### config.mk
export PLATFORM = sky130hd
export DESIGN_NAME = seq_div
export DESIGN_NICKNAME = d
export VERILOG_FILES = /design/src/rtl/seq_div.sv
export SDC_FILE = /design/constraint.sdc
export NUM_CORES = 1
export LEC_CHECK = 0
export ABC_AREA = 0
export CAP_MARGIN = 10
export CELL_PAD_IN_SITES_DETAIL_PLACEMENT = 0
export CELL_PAD_IN_SITES_GLOBAL_PLACEMENT = 1
export CORE_MARGIN = 1
export CORE_UTILIZATION = 44
export CTS_BUF_LIST = sky130_fd_sc_hd__clkbuf_16
export CTS_CLUSTER_SIZE = 20
export DETAILED_ROUTE_END_ITERATION = 10
export GPL_ROUTABILITY_DRIVEN = 0
export PLACE_DENSITY_LB_ADDON = 0.08
export SLEW_MARGIN = 30
export SYNTH_ARGS = -nofsm -noshare
export SYNTH_HDL_FRONTEND = slang
export SYNTH_SLANG_ARGS = --single-unit
### constraint.sdc
create_clock -name clk -period 4.9 [get_ports clk]
set_input_delay 0.98 -clock clk [delete_from_list [all_inputs] [get_ports clk]]
set_output_delay 0.98 -clock clk [all_outputs]
set_load 0.005 [all_outputs]
### src/rtl/seq_div.sv
// Sequential radix-2 restoring divider: one quotient bit per clock, with unsigned
// or two's-complement operands and a registered divide-by-zero result.
module seq_div #(
   parameter int WIDTH  = 4,
   parameter bit SIGNED = 1'b0
) (
   input  logic             clk,
   input  logic             rst_n,
   input  logic             start,
   input  logic [WIDTH-1:0] x,
   input  logic [WIDTH-1:0] y,
   output logic             busy,
   output logic             done,
   output logic [WIDTH-1:0] quotient,
   output logic [WIDTH-1:0] remainder,
   output logic             div_by_zero
);

   localparam int CW = $clog2(WIDTH + 1);
   localparam logic [CW-1:0] LAST_ITER = CW'(WIDTH - 1);

   typedef enum logic [1:0] {IDLE, CALC, DONE} state_t;

   state_t           state, state_nxt;
   logic             accept;
   logic             last;
   logic             y_zero;

   logic [WIDTH:0]   prem;
   logic [WIDTH-1:0] sreg;
   logic [WIDTH-1:0] dvs;
   logic [CW-1:0]    cnt;
   logic             q_neg;
   logic             r_neg;

   logic             x_neg, y_neg;
   logic [WIDTH-1:0] x_mag, y_mag;
   logic [WIDTH+1:0] shifted;
   logic [WIDTH+1:0] diff;
   logic             qbit;
   logic [WIDTH:0]   prem_nxt;
   logic [WIDTH-1:0] sreg_nxt;
   logic [WIDTH-1:0] r_mag;

   assign x_neg  = SIGNED && x[WIDTH-1];
   assign y_neg  = SIGNED && y[WIDTH-1];
   assign x_mag  = x_neg ? -x : x;
   assign y_mag  = y_neg ? -y : y;
   assign y_zero = (y == '0);
   assign last   = (cnt == LAST_ITER);

   // Partial remainder always stays below the divisor, so one extra bit above
   // the shifted value is enough to read the trial-subtract sign.
   assign shifted  = {prem, sreg[WIDTH-1]};
   assign diff     = shifted - {2'b00, dvs};
   assign qbit     = ~diff[WIDTH+1];
   assign prem_nxt = qbit ? diff[WIDTH:0] : shifted[WIDTH:0];
   assign sreg_nxt = {sreg[WIDTH-2:0], qbit};
   assign r_mag    = prem_nxt[WIDTH-1:0];

   assign busy = (state == CALC);
   assign done = (state == DONE);

   // NOTE: sequential state uses non-blocking assignments so every flop samples
   // the pre-edge values of its neighbours.
   always_ff @(posedge clk or negedge rst_n) begin
      if (!rst_n) state <= IDLE;
      else        state <= state_nxt;
   end

   // NOTE: defaults come first so every path assigns every output and no latch
   // is inferred.
   always_comb begin
      state_nxt = state;
      accept    = 1'b0;
      case (state)
         IDLE, DONE: begin
            state_nxt = IDLE;
            if (start) begin
               accept    = 1'b1;
               state_nxt = y_zero ? DONE : CALC;
            end
         end
         CALC:    if (last) state_nxt = DONE;
         default: state_nxt = IDLE;
      endcase
   end

   always_ff @(posedge clk or negedge rst_n) begin
      if (!rst_n) begin
         prem        <= '0;
         sreg        <= '0;
         dvs         <= '0;
         cnt         <= '0;
         q_neg       <= 1'b0;
         r_neg       <= 1'b0;
         quotient    <= '0;
         remainder   <= '0;
         div_by_zero <= 1'b0;
      end else if (accept) begin
         prem  <= '0;
         sreg  <= x_mag;
         dvs   <= y_mag;
         cnt   <= '0;
         q_neg <= x_neg ^ y_neg;
         r_neg <= x_neg;
         if (y_zero) begin
            quotient    <= '1;
            remainder   <= x;
            div_by_zero <= 1'b1;
         end
      end else if (state == CALC) begin
         prem <= prem_nxt;
         sreg <= sreg_nxt;
         cnt  <= cnt + CW'(1);
         if (last) begin
            quotient    <= q_neg ? -sreg_nxt : sreg_nxt;
            remainder   <= r_neg ? -r_mag : r_mag;
            div_by_zero <= 1'b0;
         end
      end
   end

endmodule

# Yosys cells after proc, flatten, opt, wreduce, memory -nomap -nowiden
# Cells that the tools add are included.
dict set report classes {
  addsub 2
  order_cmp 0
  eq_ne 5
  mux 25
  multipliers 0
  bitwise 1
  n_reduce_logical 6
  div_mod_pow 0
  shift 0
}
# operator n
set op_table {}
lappend op_table {{4-bit 2-to-1 mux} 10}
lappend op_table {{5-bit 2-to-1 mux} 3}
lappend op_table {{1-bit 2-to-1 mux} 6}
lappend op_table {{2-bit 2-to-1 mux} 3}
lappend op_table {{3-bit 2-to-1 mux} 2}
lappend op_table {{6-bit by 4-bit subtractor with 6-bit output} 1}
lappend op_table {{4-bit zero test} 1}
lappend op_table {{2-bit by 1-bit != test with 1-bit output (second input constant)} 2}
lappend op_table {{2-bit case mux with 2 select lines} 1}
lappend op_table {{2-bit nonzero test} 2}
lappend op_table {{3-bit by 1-bit adder with 3-bit output (second input constant)} 1}
lappend op_table {{3-bit by 2-bit equality test with 1-bit output (second input constant)} 1}
lappend op_table {{3-bit AND reduction} 1}
lappend op_table {{2-bit by 1-bit equality test with 1-bit output (second input constant)} 1}
lappend op_table {{2-bit equality test (second input constant)} 1}
lappend op_table {{2-bit zero test} 1}
lappend op_table {{2-bit OR reduction} 1}
lappend op_table {{1-bit inverter} 1}
dict set report totals {
  rom_bits 0
  input_bits 11
  ram_bits 0
  latchBits 0
  register_bits 27
  memories 0
  out_inout_bits 11
  word_cells 47
}

# Depth between registers and ports, before layout
# Gate-level depths: netlist (run 1).
dict set report logic_depth {
  ltp_word 5
  depth_mapped 9
  mapped_depth_nobuf 9
}

# Worst setup path before layout (run 1)
# OpenSTA, ideal clock, no wires.
dict set report synth_timing {
  path_type {reg-to-reg}
  startpoint {register prem[0]}
  endpoint {register prem[0]}
  n_path_buf 0
  setup_ns 0.121
  path_stages_with_launch 7
  t_arrival_ns 1.872
  period_less_slack_ns 1.993
  required_time_ns 4.779
  slack_ns 2.907
  cell_sequence {dfrtp_1 ha_1 nor2b_1 o31a_4 o211ai_4 mux2_4 a22o_1}
}
dict set report synth_between {
  elab_chain_len 4
}
# element line
set synth_rtl {}
lappend synth_rtl {{start: declaration} 29} ;# logic [WIDTH:0] prem;
lappend synth_rtl {{start signal: assignment} 113} ;# prem <= prem_nxt;
lappend synth_rtl {{6-bit by 4-bit subtractor with 6-bit output} 55} ;# assign diff = shifted - {2'b00, dvs};
lappend synth_rtl {{5-bit 2-to-1 mux} 57} ;# assign prem_nxt = qbit ? diff[WIDTH:0] : shifted[WIDTH:0];
lappend synth_rtl {{5-bit 2-to-1 mux} 112} ;# end else if (state == CALC) begin
lappend synth_rtl {{5-bit 2-to-1 mux} 100} ;# end else if (accept) begin
# Every way passes these cells. The select of a mux whose other input is x is not followed.
# A chain may end at the register's enable or synchronous reset.

# Final worst setup path (run 1)
dict set report layout_timing {
  startpoint {register state[0]}
  endpoint {output busy}
}
dict set report layout_between {
  elab_chain_len 1
}
# element line
set layout_rtl {}
lappend layout_rtl {{start: declaration} 24} ;# state_t state, state_nxt;
lappend layout_rtl {{start signal: assignment} 68} ;# else state <= state_nxt;
lappend layout_rtl {{2-bit by 1-bit equality test with 1-bit output} 61} ;# assign busy = (state == CALC);
lappend layout_rtl {{end: declaration} 12} ;# output logic busy,
# Every way passes these cells.

==> qor.txt, run 1 <==
TIMING
----------------------------------------------------------------------------------------
Pin slew with the least headroom to its limit                                   0.496 ns
Setup-failing EPs final                                                                0
Post-layout worst setup margin                                                   1.97 ns
Final Hold Vio Count                                                                   0
Worst slew margin relative to its limit                                            0.666
Post-layout minimum cycle time                                                   2.93 ns
RSZ-0062 raised after global routing                                                  no
Worst clock skew                                                              0.00751 ns
Maximum clock frequency                                                          341 MHz
Count of pins over their slew limit                                                    0
Final worst-path cycle share                                                       0.598
Smallest hold slack                                                             0.482 ns
Post-Route Setup TNS                                                                0 ns

FLOORPLANNING
----------------------------------------------------------------------------------------
Die Width                                                                        59.4 um
Std-Cell Rows                                                                         20
Area inside the core boundary                                                  3080 um^2
Area enclosed by the die boundary                                              3530 um^2
Starting utilization of the core area                                              0.471
Vertical die dimension                                                           59.4 um
Count of boundary I/O pins                                                            22

ROUTE
----------------------------------------------------------------------------------------
Wire length per cell after detailed routing                                      14.5 um
Iteration-0 DRC count of the detailed router                                          40
Detailed-router iteration count before antenna repair                                  4
Wirelength, routed                                                               3.11 mm
Detailed-route DRC error count                                                         0
Vias after detailed routing                                                         1158
DR vias/cell                                                                        5.39
Count of nets left with antenna violations after detail routing                        0

PWR
----------------------------------------------------------------------------------------
Static Leakage                                                                  0.769 nW
Post-layout power                                                                1.37 mW
Worst-case vdd ir drop                                                          0.331 mV
Pwr Density                                                                  763 nW/um^2

PLACED DESIGN
----------------------------------------------------------------------------------------
Hpwl dp                                                                          2.29 mm
# port buffers                                                                        21
Post-placement setup slack                                                       2.16 ns
Instance count after placement with tap cells included                               211

SETUP PATH
----------------------------------------------------------------------------------------
Kind of launch point of the worst setup path                                    register
Critical path depth in cells                                                           3
Worst reg-to-reg path cell count                                                       6
Slowest cell on the critical path                                           clkdlybuf4s50_1
Endpoint type of the worst setup path                                        output port
Data arrival time of the critical path                                           1.95 ns
Max stage delay on crit path                                                     0.60 ns
Crit path kind                                                                reg -> out
CP Data Required Time                                                            3.92 ns
WP buf/inv                                                                             2
Category of cells accounting for the largest share of critical-path delay   buffers and inverters
Worst-path cell chain                                                       nand2_1 > clkinv_1 > clkdlybuf4s50_1
Largest fanout on the critical path                                                   17

CLOCKING
----------------------------------------------------------------------------------------
Longest Clk Path Bufs                                                                  2
CTS sink cnt                                                                          27
CTS Buf Count                                                                          3
Clock tree from TritonCTS                                                          built
Clock-pin slew of the registers on the worst-case setup and hold paths           0.07 ns
Clock latency on the worst-skew pair                                             0.26 ns
CTS-repair resized insts                                                               0
# Post-CTS Setup Buffers                                                               0
Hold bufs inserted after CTS                                                           0
Htree depth                                                                            1
Root Buffer Master                                                             clkbuf_16

GLOBAL ROUTE
----------------------------------------------------------------------------------------
Global-route usage over all layers                                                 0.200
Largest net degree at the start of global routing                                     28
Antenna violations before repair                                                       0
Wire length of the first global-routing pass                                     5.18 mm
Via count of the first global-routing pass                                          1094
Grt ovf                                                                                0

LAYOUT
----------------------------------------------------------------------------------------
Total Nets Final                                                                     190
Area overhead of the layout relative to synthesis                                  23.5%
Count of filler cells inserted in the layout                                         284
Commonest cells after routing, fill and taps aside                          nand2_1, dfrtp_1, clkdlybuf4s50_1
Sequential cell area in the final layout                                        676 um^2
Area taken by multi-input logic gates                                           713 um^2
Final cell count without fillers                                                     215
Antenna fix cells                                                                      0
Share of cells above drive strength 1                                             0.0819

SYNTHESIS
----------------------------------------------------------------------------------------
Synth cell types                                                                      39
Count of mapped cells out of synthesis                                               149
Number of nets produced by synthesis                                                 167
Synthesis warning total                                                                0
Share of the yosys chip area belonging to registers                                0.466
Register bit count reported by yosys                                                  27
Synthesized area per cell                                                      9.73 um^2
Post-synthesis instance area                                                   1450 um^2

OUTCOME
----------------------------------------------------------------------------------------
Status                                                                      finished clean

MIN PATH
----------------------------------------------------------------------------------------
Min-Delay Path Class                                                          reg -> reg
Instance count along the most critical hold path                                       2

RUN
----------------------------------------------------------------------------------------
Count of max-cap constraint violations                                                 0

area by class of cell:
type,count,share of cell area
inverter,10,0.0210
clock buffer,3,0.0419
clock inverter,1,0.00489
sequential,27,0.377
multi-input combinational,107,0.398
timing repair buffer,23,0.126
tap,44,0.0307
cell usage after synthesis:
master | instances | area, um^2
o211ai_1 | 1 | 7.51
dfrtp_1 | 27 | 676
buf_4 | 1 | 7.51
and2b_2 | 1 | 8.76
nor3_1 | 1 | 5.00
o21a_1 | 2 | 15.0
a32oi_1 | 1 | 8.76
nand2_1 | 27 | 101
buf_2 | 1 | 5.00
nor2_2 | 1 | 6.26
a211oi_1 | 3 | 22.5
nand3_1 | 1 | 5.00
xor2_1 | 1 | 8.76
inv_1 | 9 | 33.8
clkbuf_1 | 3 | 11.3
o21bai_1 | 1 | 7.51
a22o_1 | 5 | 43.8
o31a_4 | 1 | 17.5
a31oi_1 | 1 | 6.26
mux2i_1 | 4 | 40.0
o211ai_4 | 1 | 21.3
o22a_1 | 3 | 26.3
nor4_1 | 2 | 12.5
fa_1 | 1 | 20.0
a31oi_4 | 1 | 21.3
ha_1 | 6 | 75.1
nand2_2 | 1 | 6.26
a41oi_1 | 1 | 8.76
mux2_4 | 1 | 15.0
or3_4 | 1 | 11.3
clkinv_1 | 1 | 3.75
nor2_1 | 9 | 33.8
a311oi_1 | 1 | 8.76
o21ai_0 | 12 | 60.1
o2111ai_1 | 1 | 8.76
nand2b_1 | 1 | 6.26
o22ai_1 | 1 | 6.26
nor2b_1 | 2 | 12.5
a21oi_1 | 11 | 55.1
worst paths after layout:
| kind | from | end | slack [ns] |
|---|---|---|---|
| min in group asynchronous | rst_n | cnt[1] | 1.09 |
| worst min register to register | div_by_zero | div_by_zero | 0.48 |
| worst max-delay path | state[0] | busy | 1.97 |
| worst max register to register | prem[0] | prem[0] | 2.71 |
| worst min-delay path | div_by_zero | div_by_zero | 0.48 |
| max in group asynchronous | rst_n | dvs[0] | 3.55 |
routing by layer:
layer	up-vias	wire length, um	part of all wire	track usage
li1	573	-	-	-
met1	538	1450	0.47	0.302
met2	45	1440	0.46	0.297
met3	2	205	0.066	0.0328
met4	0	18	0.0058	0.0510
met5	-	0	0	0
logic make-up (layout without fill, tap and decap cells):
kind of cell | count (synthesis) | count (layout) | synth area share
flip-flops | 27 | 27 | 0.466
adder cells (fa/ha/maj) | 7 | 7 | 0.0656
XOR/XNOR | 1 | 1 | 0.00604
AO/OA/AOI/OAI | 47 | 47 | 0.238
multiplexers | 5 | 5 | 0.0380
buffers and inverters | 15 | 37 | 0.0423
AND/OR/NAND/NOR | 47 | 47 | 0.144
worst min-delay path, delay by kind of cell, from the launching register on:
kind / cells / cell delay (ns)
and+or+nand+nor: 2 / 0.11
DFF: 1 / 0.35
state kept, by name, indices dropped and copies added (netlist names):
| signal | cells |
|---|---|
| sreg | 4 |
| cnt | 3 |
| quotient | 4 |
| remainder | 4 |
| div_by_zero | 1 |
| prem | 5 |
| dvs | 4 |
| state | 2 |
report_power, final:
group          internal, mW  switching (mW)
Sequential            0.332          0.0799
Combinational         0.363           0.398
Clock                 0.113          0.0792
per-stage QoR:
stage                     utilization  instance area [um^2]
after floorplan                     -                  1450
after global placement          0.554                  1710
after detailed placement        0.554                  1710
after CTS                       0.582                  1790
after global routing            0.582                  1790
final                           0.582                  1790
(Power assumes the default switching activity.)
==> run 2, diff against run 1 <==
Settings changed: CORE_UTILIZATION 44 to 41.
Clock period 4.9 ns to 2.9 ns, I/O delays scaled along.
==> run 2 against run 1 <==
Non-clock buffer count rose by 2. Clock power rose by 62%. First-iteration DRC count rose by 100%. Sequential share of layout area fell by 0.26 points. Combinational power rose by 73%. Critical path depth rose by 3. Setup slack got worse by 1.3 ns.
==> qor.txt, run 2 (same netlist as run 1, synthesis figures left out) <==
TIMING
-------------------------------------------------------------------------------------
Post-layout minimum cycle time                                                2.19 ns
Final worst-path cycle share                                                    0.753
Worst slew margin relative to its limit                                         0.703   +0.0364
Setup-failing EPs final                                                             0   unchanged
Maximum clock frequency                                                       458 MHz
Pin slew with the least headroom to its limit                                0.445 ns   -0.0506 ns
Final Hold Vio Count                                                                0   unchanged
RSZ-0062 raised after global routing                                               no
Worst clock skew                                                           0.00230 ns   -0.00521 ns
Smallest hold slack                                                          0.491 ns   +0.00834 ns
Count of pins over their slew limit                                                 0   unchanged
Post-Route Setup TNS                                                             0 ns   unchanged

LAYOUT
-------------------------------------------------------------------------------------
Summed area of non-filler cells in the final layout                         1800 um^2   +0.70%
Sequential cell area in the final layout                                     676 um^2   unchanged
Largest register by flop count                                                   prem
Total Nets Final                                                                  192   +1.1%
Area taken by multi-input logic gates                                        713 um^2   unchanged
Area overhead of the layout relative to synthesis                               24.3%
Share of cells above drive strength 1                                          0.0867   +0.00483
Final Util                                                                      0.536   -0.0456
Commonest cells after routing, fill and taps aside                       nand2_1, dfrtp_1, clkdlybuf4s50_1
Count of filler cells inserted in the layout                                      343   +21%
Flip-flop count of the largest register, all copies and words added                 5   unchanged
Antenna fix cells                                                                   0   unchanged

PLACED DESIGN
-------------------------------------------------------------------------------------
# port buffers                                                                     21   unchanged
Placed instance area                                                        1720 um^2   +1.0%
Hpwl dp                                                                       2.45 mm   +6.9%

ROUTE
-------------------------------------------------------------------------------------
Detailed-route DRC error count                                                      0   unchanged
Vias after detailed routing                                                      1169   +0.95%
Iteration-0 DRC count of the detailed router                                       81   +100%
Wirelength, routed                                                            3.33 mm   +7.0%
DR vias/cell                                                                     5.34   -0.89%
Wire length per cell after detailed routing                                   15.2 um   +5.0%
Detailed-router iteration count before antenna repair                               4   unchanged
Count of nets left with antenna violations after detail routing                     0   unchanged

MIN PATH
-------------------------------------------------------------------------------------
Startpoint of the lowest-slack hold path                                  div_by_zero
Min-Delay Path Class                                                       reg -> reg
Instance count along the most critical hold path                                    2   unchanged
Endpoint of the worst hold path                                           div_by_zero

CLOCKING
-------------------------------------------------------------------------------------
CTS sink cnt                                                                       27   unchanged
Longest Clk Path Bufs                                                               2   unchanged
Clock tree from TritonCTS                                                       built
Htree depth                                                                         1   unchanged
CTS Buf Count                                                                       3   unchanged
Clock latency on the worst-skew pair                                          0.26 ns   about the same
Root Buffer Master                                                          clkbuf_16
Clock-pin slew of the registers on the worst-case setup and hold paths        0.07 ns   about the same
# Post-CTS Setup Buffers                                                            0   unchanged
CTS-repair resized insts                                                            0   unchanged
Hold bufs inserted after CTS                                                        0   unchanged

SETUP PATH
-------------------------------------------------------------------------------------
Crit path kind                                                             reg -> reg
Critical R2R Launch                                                           prem[0]
CP Data Required Time                                                         3.05 ns   -0.87 ns
Kind of launch point of the worst setup path                                 register
Data arrival time of the critical path                                        2.33 ns   +0.38 ns
Endpoint type of the worst setup path                                        register
Largest fanout on the critical path                                                 5   -12
Worst reg-to-reg path cell count                                                    6   unchanged
Reg-to-reg slack, setup                                                       0.71 ns   -2.00 ns
Start point of the critical path                                              prem[0]
Reg-to-reg critical path endpoint                                             prem[0]

PWR
-------------------------------------------------------------------------------------
Fraction of power spent switching nets                                          0.408   about the same
Int Power                                                                     1.38 mW   +70%
Relative contribution of the clock network to total power                       0.134   -0.007
Psw                                                                          0.948 mW   +70%
Worst-case vdd ir drop                                                       0.569 mV   +72%
Post-layout power                                                             2.33 mW   +70%
Sequential Power Share                                                          0.301   about the same
Share of total power in combinational logic                                     0.566   +0.008
Pwr Density                                                              1290 nW/um^2   +69%
Static Leakage                                                               0.780 nW   +1.4%

GLOBAL ROUTE
-------------------------------------------------------------------------------------
Wire length of the first global-routing pass                                  5.48 mm   +5.7%
Global-route usage over all layers                                              0.209   +0.00885
Antenna violations before repair                                                    0   unchanged
Via count of the first global-routing pass                                       1114   +1.8%
Largest net degree at the start of global routing                                  28   unchanged
Grt ovf                                                                             0   unchanged

OUTCOME
-------------------------------------------------------------------------------------
Status                                                                   finished clean

FLOORPLANNING
-------------------------------------------------------------------------------------
Starting utilization of the core area                                           0.431   -0.0400
Area enclosed by the die boundary                                           3780 um^2   +7.1%
Std-Cell Rows                                                                      21   +5.0%
Die Width                                                                     61.5 um   +3.5%
Area inside the core boundary                                               3360 um^2   +9.3%
Count of boundary I/O pins                                                         22   unchanged
Vertical die dimension                                                        61.5 um   +3.5%

RUN
-------------------------------------------------------------------------------------
Count of max-cap constraint violations                                              0   unchanged

==> run 2: cell type report <==
type | instances | area share
clock buffer | 3 | 0.0416
clock inverter | 1 | 0.00208
inverter | 10 | 0.0208
multi-input combinational | 107 | 0.396
sequential | 27 | 0.375
tap | 46 | 0.0319
timing repair buffer | 25 | 0.133
==> run 2: routing by layer <==
layer / share of wire / routed length (um) / vias to the layer above / global-route usage
met3: 0.039 / 129 / 7 / 0.0315
li1: - / - / 580 / -
met5: 0 / 0 / - / 0
met4: 0.023 / 78 / 0 / 0.111
met2: 0.45 / 1500 / 24 / 0.297
met1: 0.49 / 1610 / 558 / 0.306
==> run 2: worst max-delay path, cell delays in order, from the launching register on <==
cell and delay (ns):
dfrtp_1 0.44, ha_1 0.31, nor2b_1 0.16, o31a_4 0.31, o211ai_4 0.33, mux2_4 0.34, a22o_1 0.18
==> run 2: worst max-delay path by stage <==
| stage | end | slack [ns] |
|---|---|---|
| 2_1_floorplan | prem[0] | 0.91 |
| 3_3_place_gp | remainder[2] | 0.65 |
| 3_5_place_dp | remainder[2] | 0.57 |
| 4_1_cts | remainder[0] | 0.71 |
| 5_1_grt | remainder[2] | 0.65 |
| 6_report | prem[0] | 0.71 |
==> run 2: power by group through the flow <==
| stage | clock (mW) | combinational, mW | sequential (mW) |
|---|---|---|---|
| after detailed placement | 0 | 1.32 | 0.701 |
| final | 0.311 | 1.32 | 0.699 |
| after global placement | 0 | 1.30 | 0.692 |
| after global routing | 0.335 | 1.47 | 0.720 |
| after CTS | 0.316 | 1.32 | 0.698 |
| after floorplan | 0 | 0.940 | 0.664 |
==> run 2: per-stage QoR <==
step | worst slack (ns) | cells
2_1_floorplan | 0.907 | 149
3_3_place_gp | 0.655 | 215
3_5_place_dp | 0.567 | 215
4_1_cts | 0.713 | 219
5_1_grt | 0.652 | 219
6_report | 0.715 | 219
